## src/rtl/bumpy_status_tracker_if.sv

```systemverilog
// Bundle between the level manager / video side and bumpy_status_tracker.
// master: drives frame strobe, collision levels, screen handshake and level index.
// slave : returns event pulses, lives/score/gift counters and grace flag.
interface bumpy_status_tracker_if;
  logic        startOfFrame;
  logic        hazard_hit;
  logic        gift_hit;
  logic        reset_fsm_N;
  logic [2:0]  lvl;
  logic        bumpy_died;
  logic        level_comp;
  logic        zero_lives;
  logic [2:0]  lives;
  logic [15:0] score;
  logic [3:0]  gifts_left;
  logic        invulnerable;

  modport master (
    output startOfFrame, hazard_hit, gift_hit, reset_fsm_N, lvl,
    input  bumpy_died, level_comp, zero_lives, lives, score, gifts_left, invulnerable
  );

  modport slave (
    input  startOfFrame, hazard_hit, gift_hit, reset_fsm_N, lvl,
    output bumpy_died, level_comp, zero_lives, lives, score, gifts_left, invulnerable
  );
endinterface

```

## src/rtl/bumpy_status_tracker.sv

```systemverilog
// Game-event front end for the level manager.
// Turns raw hazard/gift collision levels into single-cycle bumpy_died /
// level_comp pulses, tracks lives, score and gifts remaining, and follows the
// level manager's died/win screen handshake (reset_fsm_N) before restarting
// play with a frame-counted grace period.
// Ports:
//   clk    - system clock
//   resetN - asynchronous active-low reset
//   bus    - slave side of bumpy_status_tracker_if (inputs: startOfFrame,
//            hazard_hit, gift_hit, reset_fsm_N, lvl; outputs: bumpy_died,
//            level_comp, zero_lives, lives, score, gifts_left, invulnerable)
module bumpy_status_tracker #(
  parameter int unsigned INIT_LIVES   = 3,
  parameter int unsigned GIFTS_BASE   = 4,
  parameter int unsigned GIFT_POINTS  = 10,
  parameter int unsigned LEVEL_BONUS  = 100,
  parameter int unsigned GRACE_FRAMES = 60,
  parameter int unsigned ACK_TIMEOUT  = 15
) (
  input logic                      clk,
  input logic                      resetN,
  bumpy_status_tracker_if.slave    bus
);

  typedef enum logic [2:0] {PLAY, DYING, WINNING, SCREEN, GRACE, GAME_OVER} state_t;

  state_t      state;
  logic        hz_prev, gf_prev;
  logic [2:0]  lives_q;
  logic [15:0] score_q;
  logic [3:0]  gifts_q;
  logic        gifts_loaded;
  logic        died_q, comp_q, zero_q, invul_q;
  logic [15:0] frame_cnt;
  logic [15:0] ack_cnt;

  logic        hz_ev, gf_ev;
  logic [3:0]  gifts_reload, gifts_cur, gifts_dec;
  logic        gift_last;
  logic [17:0] score_sum;
  logic [15:0] score_next;
  logic [2:0]  lives_dec;

  always_comb begin
    hz_ev        = bus.hazard_hit & ~hz_prev;
    gf_ev        = bus.gift_hit & ~gf_prev;
    gifts_reload = 4'(GIFTS_BASE + 32'(bus.lvl));
    // The reset value depends on lvl, which cannot be an async-load constant;
    // until the register is first written, the live reload value is shown.
    gifts_cur    = gifts_loaded ? gifts_q : gifts_reload;
    gift_last    = (gifts_cur == 4'd1);
    gifts_dec    = (gifts_cur != 4'd0) ? gifts_cur - 4'd1 : '0;
    score_sum    = {2'b00, score_q} + 18'(GIFT_POINTS) + (gift_last ? 18'(LEVEL_BONUS) : '0);
    score_next   = (score_sum > 18'h0FFFF) ? '1 : score_sum[15:0];
    lives_dec    = (lives_q != 3'd0) ? lives_q - 3'd1 : '0;
  end

  always_ff @(posedge clk or negedge resetN) begin
    if (!resetN) begin
      state        <= PLAY;
      hz_prev      <= 1'b0;
      gf_prev      <= 1'b0;
      lives_q      <= 3'(INIT_LIVES);
      score_q      <= '0;
      gifts_q      <= '0;
      gifts_loaded <= 1'b0;
      died_q       <= 1'b0;
      comp_q       <= 1'b0;
      zero_q       <= 1'b0;
      invul_q      <= 1'b0;
      frame_cnt    <= '0;
      ack_cnt      <= '0;
    end else begin
      hz_prev <= bus.hazard_hit;
      gf_prev <= bus.gift_hit;
      died_q  <= 1'b0;
      comp_q  <= 1'b0;
      if (!gifts_loaded) begin
        gifts_q      <= gifts_reload;
        gifts_loaded <= 1'b1;
      end

      case (state)
        PLAY, GRACE: begin
          if (state == PLAY && hz_ev) begin
            lives_q <= lives_dec;
            died_q  <= 1'b1;
            ack_cnt <= '0;
            if (lives_dec == 3'd0) begin
              zero_q <= 1'b1;
              state  <= GAME_OVER;
            end else begin
              state  <= DYING;
            end
          end else begin
            if (state == GRACE && bus.startOfFrame) begin
              if (frame_cnt == 16'(GRACE_FRAMES - 1)) begin
                state   <= PLAY;
                invul_q <= 1'b0;
              end else begin
                frame_cnt <= frame_cnt + 16'd1;
              end
            end
            // A level completion overrides a simultaneous grace expiry.
            if (gf_ev) begin
              gifts_q      <= gifts_dec;
              gifts_loaded <= 1'b1;
              score_q      <= score_next;
              if (gift_last) begin
                comp_q  <= 1'b1;
                invul_q <= 1'b0;
                ack_cnt <= '0;
                state   <= WINNING;
              end
            end
          end
        end

        DYING, WINNING: begin
          if (!bus.reset_fsm_N) begin
            state <= SCREEN;
          end else if (ack_cnt == 16'(ACK_TIMEOUT - 1)) begin
            gifts_q      <= gifts_reload;
            gifts_loaded <= 1'b1;
            frame_cnt    <= '0;
            invul_q      <= 1'b1;
            state        <= GRACE;
          end else begin
            ack_cnt <= ack_cnt + 16'd1;
          end
        end

        SCREEN: begin
          if (bus.reset_fsm_N) begin
            gifts_q      <= gifts_reload;
            gifts_loaded <= 1'b1;
            frame_cnt    <= '0;
            invul_q      <= 1'b1;
            state        <= GRACE;
          end
        end

        GAME_OVER: begin
          lives_q <= '0;
          zero_q  <= 1'b1;
        end

        default: state <= PLAY;
      endcase
    end
  end

  assign bus.bumpy_died   = died_q;
  assign bus.level_comp   = comp_q;
  assign bus.zero_lives   = zero_q;
  assign bus.lives        = lives_q;
  assign bus.score        = score_q;
  assign bus.gifts_left   = gifts_cur;
  assign bus.invulnerable = invul_q;

endmodule

```

## src/flat_wrapper.sv

```systemverilog
// flat-port wrapper written by rule: the top's interface ports become plain ports
module bumpy_status_tracker_flat 
#(
  parameter int unsigned INIT_LIVES   = 3,
  parameter int unsigned GIFTS_BASE   = 4,
  parameter int unsigned GIFT_POINTS  = 10,
  parameter int unsigned LEVEL_BONUS  = 100,
  parameter int unsigned GRACE_FRAMES = 60,
  parameter int unsigned ACK_TIMEOUT  = 15
)
  (clk, resetN, bus_startOfFrame, bus_hazard_hit, bus_gift_hit, bus_reset_fsm_N, bus_lvl, bus_bumpy_died, bus_level_comp, bus_zero_lives, bus_lives, bus_score, bus_gifts_left, bus_invulnerable);
  bumpy_status_tracker_if bus_i ();
  input logic clk;
  input logic resetN;
  input wire logic [$bits(bus_i.startOfFrame)-1:0] bus_startOfFrame;
  input wire logic [$bits(bus_i.hazard_hit)-1:0] bus_hazard_hit;
  input wire logic [$bits(bus_i.gift_hit)-1:0] bus_gift_hit;
  input wire logic [$bits(bus_i.reset_fsm_N)-1:0] bus_reset_fsm_N;
  input wire logic [$bits(bus_i.lvl)-1:0] bus_lvl;
  output wire logic [$bits(bus_i.bumpy_died)-1:0] bus_bumpy_died;
  output wire logic [$bits(bus_i.level_comp)-1:0] bus_level_comp;
  output wire logic [$bits(bus_i.zero_lives)-1:0] bus_zero_lives;
  output wire logic [$bits(bus_i.lives)-1:0] bus_lives;
  output wire logic [$bits(bus_i.score)-1:0] bus_score;
  output wire logic [$bits(bus_i.gifts_left)-1:0] bus_gifts_left;
  output wire logic [$bits(bus_i.invulnerable)-1:0] bus_invulnerable;
  assign bus_i.startOfFrame = bus_startOfFrame;
  assign bus_i.hazard_hit = bus_hazard_hit;
  assign bus_i.gift_hit = bus_gift_hit;
  assign bus_i.reset_fsm_N = bus_reset_fsm_N;
  assign bus_i.lvl = bus_lvl;
  assign bus_bumpy_died = bus_i.bumpy_died;
  assign bus_level_comp = bus_i.level_comp;
  assign bus_zero_lives = bus_i.zero_lives;
  assign bus_lives = bus_i.lives;
  assign bus_score = bus_i.score;
  assign bus_gifts_left = bus_i.gifts_left;
  assign bus_invulnerable = bus_i.invulnerable;
  bumpy_status_tracker #(.INIT_LIVES(INIT_LIVES), .GIFTS_BASE(GIFTS_BASE), .GIFT_POINTS(GIFT_POINTS), .LEVEL_BONUS(LEVEL_BONUS), .GRACE_FRAMES(GRACE_FRAMES), .ACK_TIMEOUT(ACK_TIMEOUT)) u_core (.clk(clk), .resetN(resetN), .bus(bus_i));
endmodule
```

## config.mk

```make
export PLATFORM = sky130hd
export DESIGN_NAME = bumpy_status_tracker_flat
export DESIGN_NICKNAME = d
export VERILOG_FILES = /design/src/rtl/bumpy_status_tracker_if.sv /design/src/rtl/bumpy_status_tracker.sv /design/src/flat_wrapper.sv
export SDC_FILE = /design/constraint.sdc
export NUM_CORES = 1
export LEC_CHECK = 0
export ABC_CLOCK_PERIOD_IN_PS = 5500
export CAP_MARGIN = 20
export CORE_MARGIN = 1
export CORE_UTILIZATION = 63
export CTS_CLUSTER_SIZE = 16
export DETAILED_ROUTE_END_ITERATION = 16
export GPL_TIMING_DRIVEN = 0
export PLACE_DENSITY = 0.92
export SLEW_MARGIN = 25
export SYNTH_ARGS = -nofsm -noshare
export SYNTH_HDL_FRONTEND = slang
export SYNTH_SLANG_ARGS = --single-unit
```

## constraint.sdc

```tcl
create_clock -name clk -period 5.5 [get_ports clk]
set_input_delay 0.825 -clock clk [delete_from_list [all_inputs] [get_ports clk]]
set_output_delay 0.825 -clock clk [all_outputs]
set_load 0.02 [all_outputs]
```

Yosys cells after proc, flatten, opt, wreduce, memory -nomap -nowiden
Cells that the tools add are included.

Memory bits (read-only): 0. Memories kept: 0. Word-level logic and storage cells: 119. Bits in latches: 0. Output and inout bits: 27. Bits in registers: 65. Memory bits (writable): 0. Input port bits: 9.

Muxes and demuxes: 54. Magnitude comparators: 1. $mul: 0. $add $sub $neg: 7. Div/mod/pow operators: 0. Bitwise logic cells: 6. Shifts and indexed selects: 0. Eq/ne operators: 20. Reduce and logical (&&, ||, !) cells: 18.

Operators by type and width (number): 16-bit 2-to-1 mux (12); 16-bit case mux with 3 select lines (1); 3-bit 2-to-1 mux (11); 16-bit by 1-bit adder with 16-bit output, second input constant (2); 16-bit case mux with 2 select lines (1); 4-bit 2-to-1 mux (7); 18-bit adder (1); 18-bit by 16-bit greater-than comparator with 1-bit output, second input constant (1); 16-bit by 4-bit adder with 17-bit output, second input constant (1); 16-bit by 4-bit equality test with 1-bit output, second input constant (1); 16-bit by 6-bit equality test with 1-bit output, second input constant (1); 1-bit 2-to-1 mux (16); 3-bit case mux with 4 select lines (1); 4-bit case mux with 3 select lines (1); 2-bit != test, second input constant (5); 5-bit AND reduction (2); 3-bit AND reduction (3); 2-bit by 1-bit != test with 1-bit output, second input constant (4); 7-bit 2-to-1 mux (1); 7-bit AND reduction (1); 3-bit by 2-bit equality test with 1-bit output, second input constant (2); 3-bit equality test, second input constant (2); 3-bit logical NOT (2); 3-bit by 1-bit != test with 1-bit output, second input constant (2); 17 further kinds (25).

Logic depth before layout (Yosys ltp)
Depth in word-level cells: 7. Mapped depth: 11. Depth with buffers taken out: 10.

Worst setup path after synthesis
OpenSTA, ideal clock, no wires.

Kind: register to register. From: register u_core.score_q[1] (netlist: u_core.bus.score[1]). To: register u_core.score_q[8] (netlist: u_core.bus.score[8]). Setup slack: 2.712 ns. Library setup time: 0.121 ns. Buffers on the path: 2. Arrival: 2.667 ns. Stages on the path, launching flop included: 12. Period minus slack after synthesis: 2.788 ns. Cells stage by stage: dfrtp_1 -> ha_1 -> buf_2 -> o21ai_0 -> xnor2_1 -> ha_1 -> a41o_1 -> a21o_1 -> a41oi_2 -> buf_6 -> nand3_1 -> o22a_1.

Cells in the longest elaborated chain, start to end: 4.

RTL lines: from (decl) (RTL line bumpy_status_tracker.sv:30) `logic [15:0] score_q;`; from (signal assigned) (RTL line bumpy_status_tracker.sv:108) `score_q <= score_next;`; 16-bit by 4-bit adder with 17-bit output (*) (RTL line bumpy_status_tracker.sv:53) `score_sum = {2'b00, score_q} + 18'(GIFT_POINTS) + (gift_last ? 18'(LEVEL_BONUS) : '0);`; 18-bit adder (*) (RTL line bumpy_status_tracker.sv:53); 18-bit by 16-bit greater-than comparator with 1-bit output (RTL line bumpy_status_tracker.sv:54) `score_next = (score_sum > 18'h0FFFF) ? '1 : score_sum[15:0];`; 16-bit 2-to-1 mux (*) (RTL line bumpy_status_tracker.sv:54).

Every way passes the cells marked *; elsewhere a longest branch is shown, timed or not. A chain may end at the register's enable or synchronous reset.

Worst setup path in the final report
From: input port bus_lvl[2]. To: output port bus_gifts_left[2].

Cells in the longest elaborated chain, start to end: 2.

RTL lines: from (decl) (RTL line flat_wrapper.sv:19) `input wire logic [$bits(bus_i.lvl)-1:0] bus_lvl;`; 3-bit by 3-bit adder with 4-bit output (RTL line bumpy_status_tracker.sv:47) `gifts_reload = 4'(GIFTS_BASE + 32'(bus.lvl));`; 4-bit 2-to-1 mux (RTL line bumpy_status_tracker.sv:50) `gifts_cur = gifts_loaded ? gifts_q : gifts_reload;`; to (decl) (RTL line flat_wrapper.sv:25) `output wire logic [$bits(bus_i.gifts_left)-1:0] bus_gifts_left;`.

No other way between the ends.

==> key figures <==
Timing
  – Setup Skew: ~0.016 ns
  – Final setup viols: 0
  – RSZ-0062 raised after global routing: no
  – Setup tns final: 0 ns
  – Final critical-path required period: 3.47 ns
  – Fmax: roughly 0.29 GHz
  – Final cycle utilization of the critical path: 0.632
  – WHS: between 0.3 and 0.4 ns
  – Least-Margin Pin Slew: around 0.7 ns
  – Max-Slew Margin vs Limit: 0.531
  – Final slew viol count: 0
  – Slack of the critical path: 2.03 ns
  – Final Hold Fails: 0

Drt
  – Drt total wl: around 10000 um
  – Wire per inst: between 15 and 20 um
  – Antenna Nets Post-Route: 0
  – DR iter-0 viols: between 300 and 400
  – Drt pass-1 iters: 5
  – Vias post-DR: 3784
  – Via-to-Cell Ratio: about 6.6
  – DRC viols: 0

Place
  – Detailed Place HPWL: between 6000 and 7000 um
  – Worst slack, placed: about 2.2 ns
  – Cell count after placement: roughly 560
  – I/O Buffers: 34
  – GP Congestion: 0.887

CTS
  – Post-CTS Setup Bufs: 0
  – CTS tree: yes
  – Post-CTS Hold Fix Bufs: 0
  – Num CTS Buffers: 9
  – Clk pin slew, worst setup/hold paths: approximately 0.09 ns
  – Bufs on Longest Clock Path: 2
  – CTS Sinks: 65
  – H-tree levels: 3
  – Skew-Pair Late Insertion Delay: 0.36 ns
  – CTS Root Cell: clkbuf_8
  – Post-CTS Resized: 0

Synthesis
  – Synth area leader: dfrtp_1
  – Post-Synthesis Cell Area: 4040 um2
  – Synth warn: 0
  – Post-Syn Nets: 468
  – Seq cells post-synth: between 60 and 70
  – Post-synth cell types: just under 80
  – Number of synthesized flops with an enable pin: 0
  – Synth Flop Type: dfrtp_1
  – Ys async rst share: 1.00
  – Sequential fraction of the synthesis area: 0.403
  – Post-Syn Area per Cell: between 8 and 9 um2
  – Cells after Synth: around 450
  – Top post-synthesis cells by area: dfrtp_1 39%, o21ai_0 4.7%, nor2_1 4.3%, nand2_1 4.2%, a21oi_1 3.1%
  – Yosys top cell area share: 0.390

Critical path
  – Worst Path Required: 4.68 ns
  – WP data arrival: ~2.7 ns
  – Worst-case reg-to-reg path depth: 10
  – Worst setup EP type: output pin
  – R2R setup slack: 2.22 ns
  – Worst reg2reg path startpoint: u_core.bus.score[1]
  – Setup CP Type: in -> out
  – CP max FO: 5
  – RR Endpoint: u_core.bus.score[15]
  – Crit path launch: bus_lvl[2]
  – CP startpoint kind: input pin

Global routing
  – Largest net degree at the start of global routing: 38
  – Vias in the first global route: 3438
  – Grt total ovfl: 0
  – Initial antenna violation count: 0
  – GR Util All Layers: 0.324
  – First-pass GRT wire length: 16300 um

Power and ir drop
  – Power Density: 446 nW/um2
  – VDD IR max: approximately 0.00025 V
  – Leakage Power: 1.94 nW

Final layout
  – Commonest non-fill, non-tap cell in the layout: dfrtp_1
  – Nets@finish: 514
  – Layout cells sized above 1: 0.108
  – Non-Filler Instances: around 580
  – Layout area overhead: 16.5%
  – Most frequent cells in the layout: 63 x dfrtp_1, 46 x nor2_1, 45 x nand2_1, 38 x o21ai_0, 33 x clkdlybuf4s50_1
  – ANT cells: 0
  – Multi-input logic area: 2280 um2
  – Fillers: 399
  – Reg area: 1630 um2

Run status
  – Status: finished clean

Flow run
  – Maximum Capacitance Violations: 0

Floorplanning
  – Die X: 82.1 um
  – Ports: 36
  – Initial Util: 0.667
  – Die Footprint: between 6000 and 7000 um2
  – Chip height: between 80 and 90 um
  – CORE AREA: about 6100 um2
  – Cell Rows: 28

Worst hold path
  – Hold Path Class: in -> async
## flip-flops by register name (all words and copies together), names as in the netlist, 3 cells and up
name              cells
u_core.bus.lives      3
u_core.state          3
u_core.frame_cnt     16
u_core.ack_cnt       16
u_core.bus.score     16
u_core.gifts_q        4
## report_power, final
group          internal [W]  leakage (nW)  switching [W]  total [W]
Sequential         0.000570         0.832       0.000138   0.000708
Combinational      0.000385          1.01       0.000571   0.000956
Clock              0.000236         0.102       0.000202   0.000438
## layout make-up
class | count | area share
plain buffers | 17 | 0.0181
clock buffers | 11 | 0.0322
clock inverters | 5 | 0.0133
inverters | 13 | 0.0104
multi-input cells | 356 | 0.484
flip-flops and latches | 65 | 0.346
well taps | 75 | 0.0199
repair buffers | 35 | 0.0760
## cells by family after synthesis
group | count (synthesis) | synth area share
buffers and inverters | 30 | 0.0331
other | 1 | 0.000928
DFF | 65 | 0.403
xor gates and xnor gates | 19 | 0.0430
muxes | 9 | 0.0254
AOI/OAI and AO/OA | 123 | 0.209
adders and majority gates | 8 | 0.0248
and+or+nand+nor | 196 | 0.261
## synthesized netlist by cell type (all sizes together) (3+ instances only)
| library cell | instances |
|---|---|
| buf | 6 |
| a21o | 8 |
| xnor2 | 7 |
| nor3b | 3 |
| a221oi | 3 |
| o21a | 3 |
| nor2b | 4 |
| nor4 | 5 |
| a211oi | 4 |
| nor2 | 46 |
| dfrtp | 63 |
| o2bb2ai | 3 |
| xor2 | 12 |
| ha | 8 |
| a21oi | 25 |
| and2 | 4 |
| a31oi | 5 |
| o311ai | 3 |
| nand4 | 13 |
| o21ai | 41 |
| mux2 | 7 |
| nor4b | 5 |
| nand2b | 9 |
| nor3 | 10 |
| or2 | 4 |
| o2111ai | 3 |
| and3 | 14 |
| inv | 13 |
| o22ai | 4 |
| or3 | 5 |
| nand3 | 19 |
| clkbuf | 11 |
| nand2 | 45 |
| a41oi | 4 |
## layer usage
layer  GRT usage  wire [um]
met2       0.482       4680
met4       0.163        259
met3      0.0549        676
met1       0.455       4440
met5           0          0
## worst max-delay path: stages
cell and delay [ns]:
clkdlybuf4s50_1 0.52, o21ai_0 0.57, clkdlybuf4s50_1 0.73
## stage by stage
step / total power, W / utilization / area (um2)
2_1_floorplan: 0.00135 / - / 4040
4_1_cts: 0.00209 / 0.777 / 4710
3_3_place_gp: 0.00159 / 0.738 / 4480
5_1_grt: 0.00224 / 0.777 / 4710
6_report: 0.00210 / 0.777 / 4710
3_5_place_dp: 0.00164 / 0.741 / 4490
## worst max-delay path by stage
stage                           to  slack [ns]
2_1_floorplan  u_core.bus.score[8]        2.71
3_3_place_gp   u_core.bus.score[9]        1.56
3_5_place_dp     bus_gifts_left[2]        2.17
4_1_cts          bus_gifts_left[2]        2.08
5_1_grt          bus_gifts_left[2]        1.98
6_report         bus_gifts_left[2]        2.03
(Power assumes the default switching activity.)
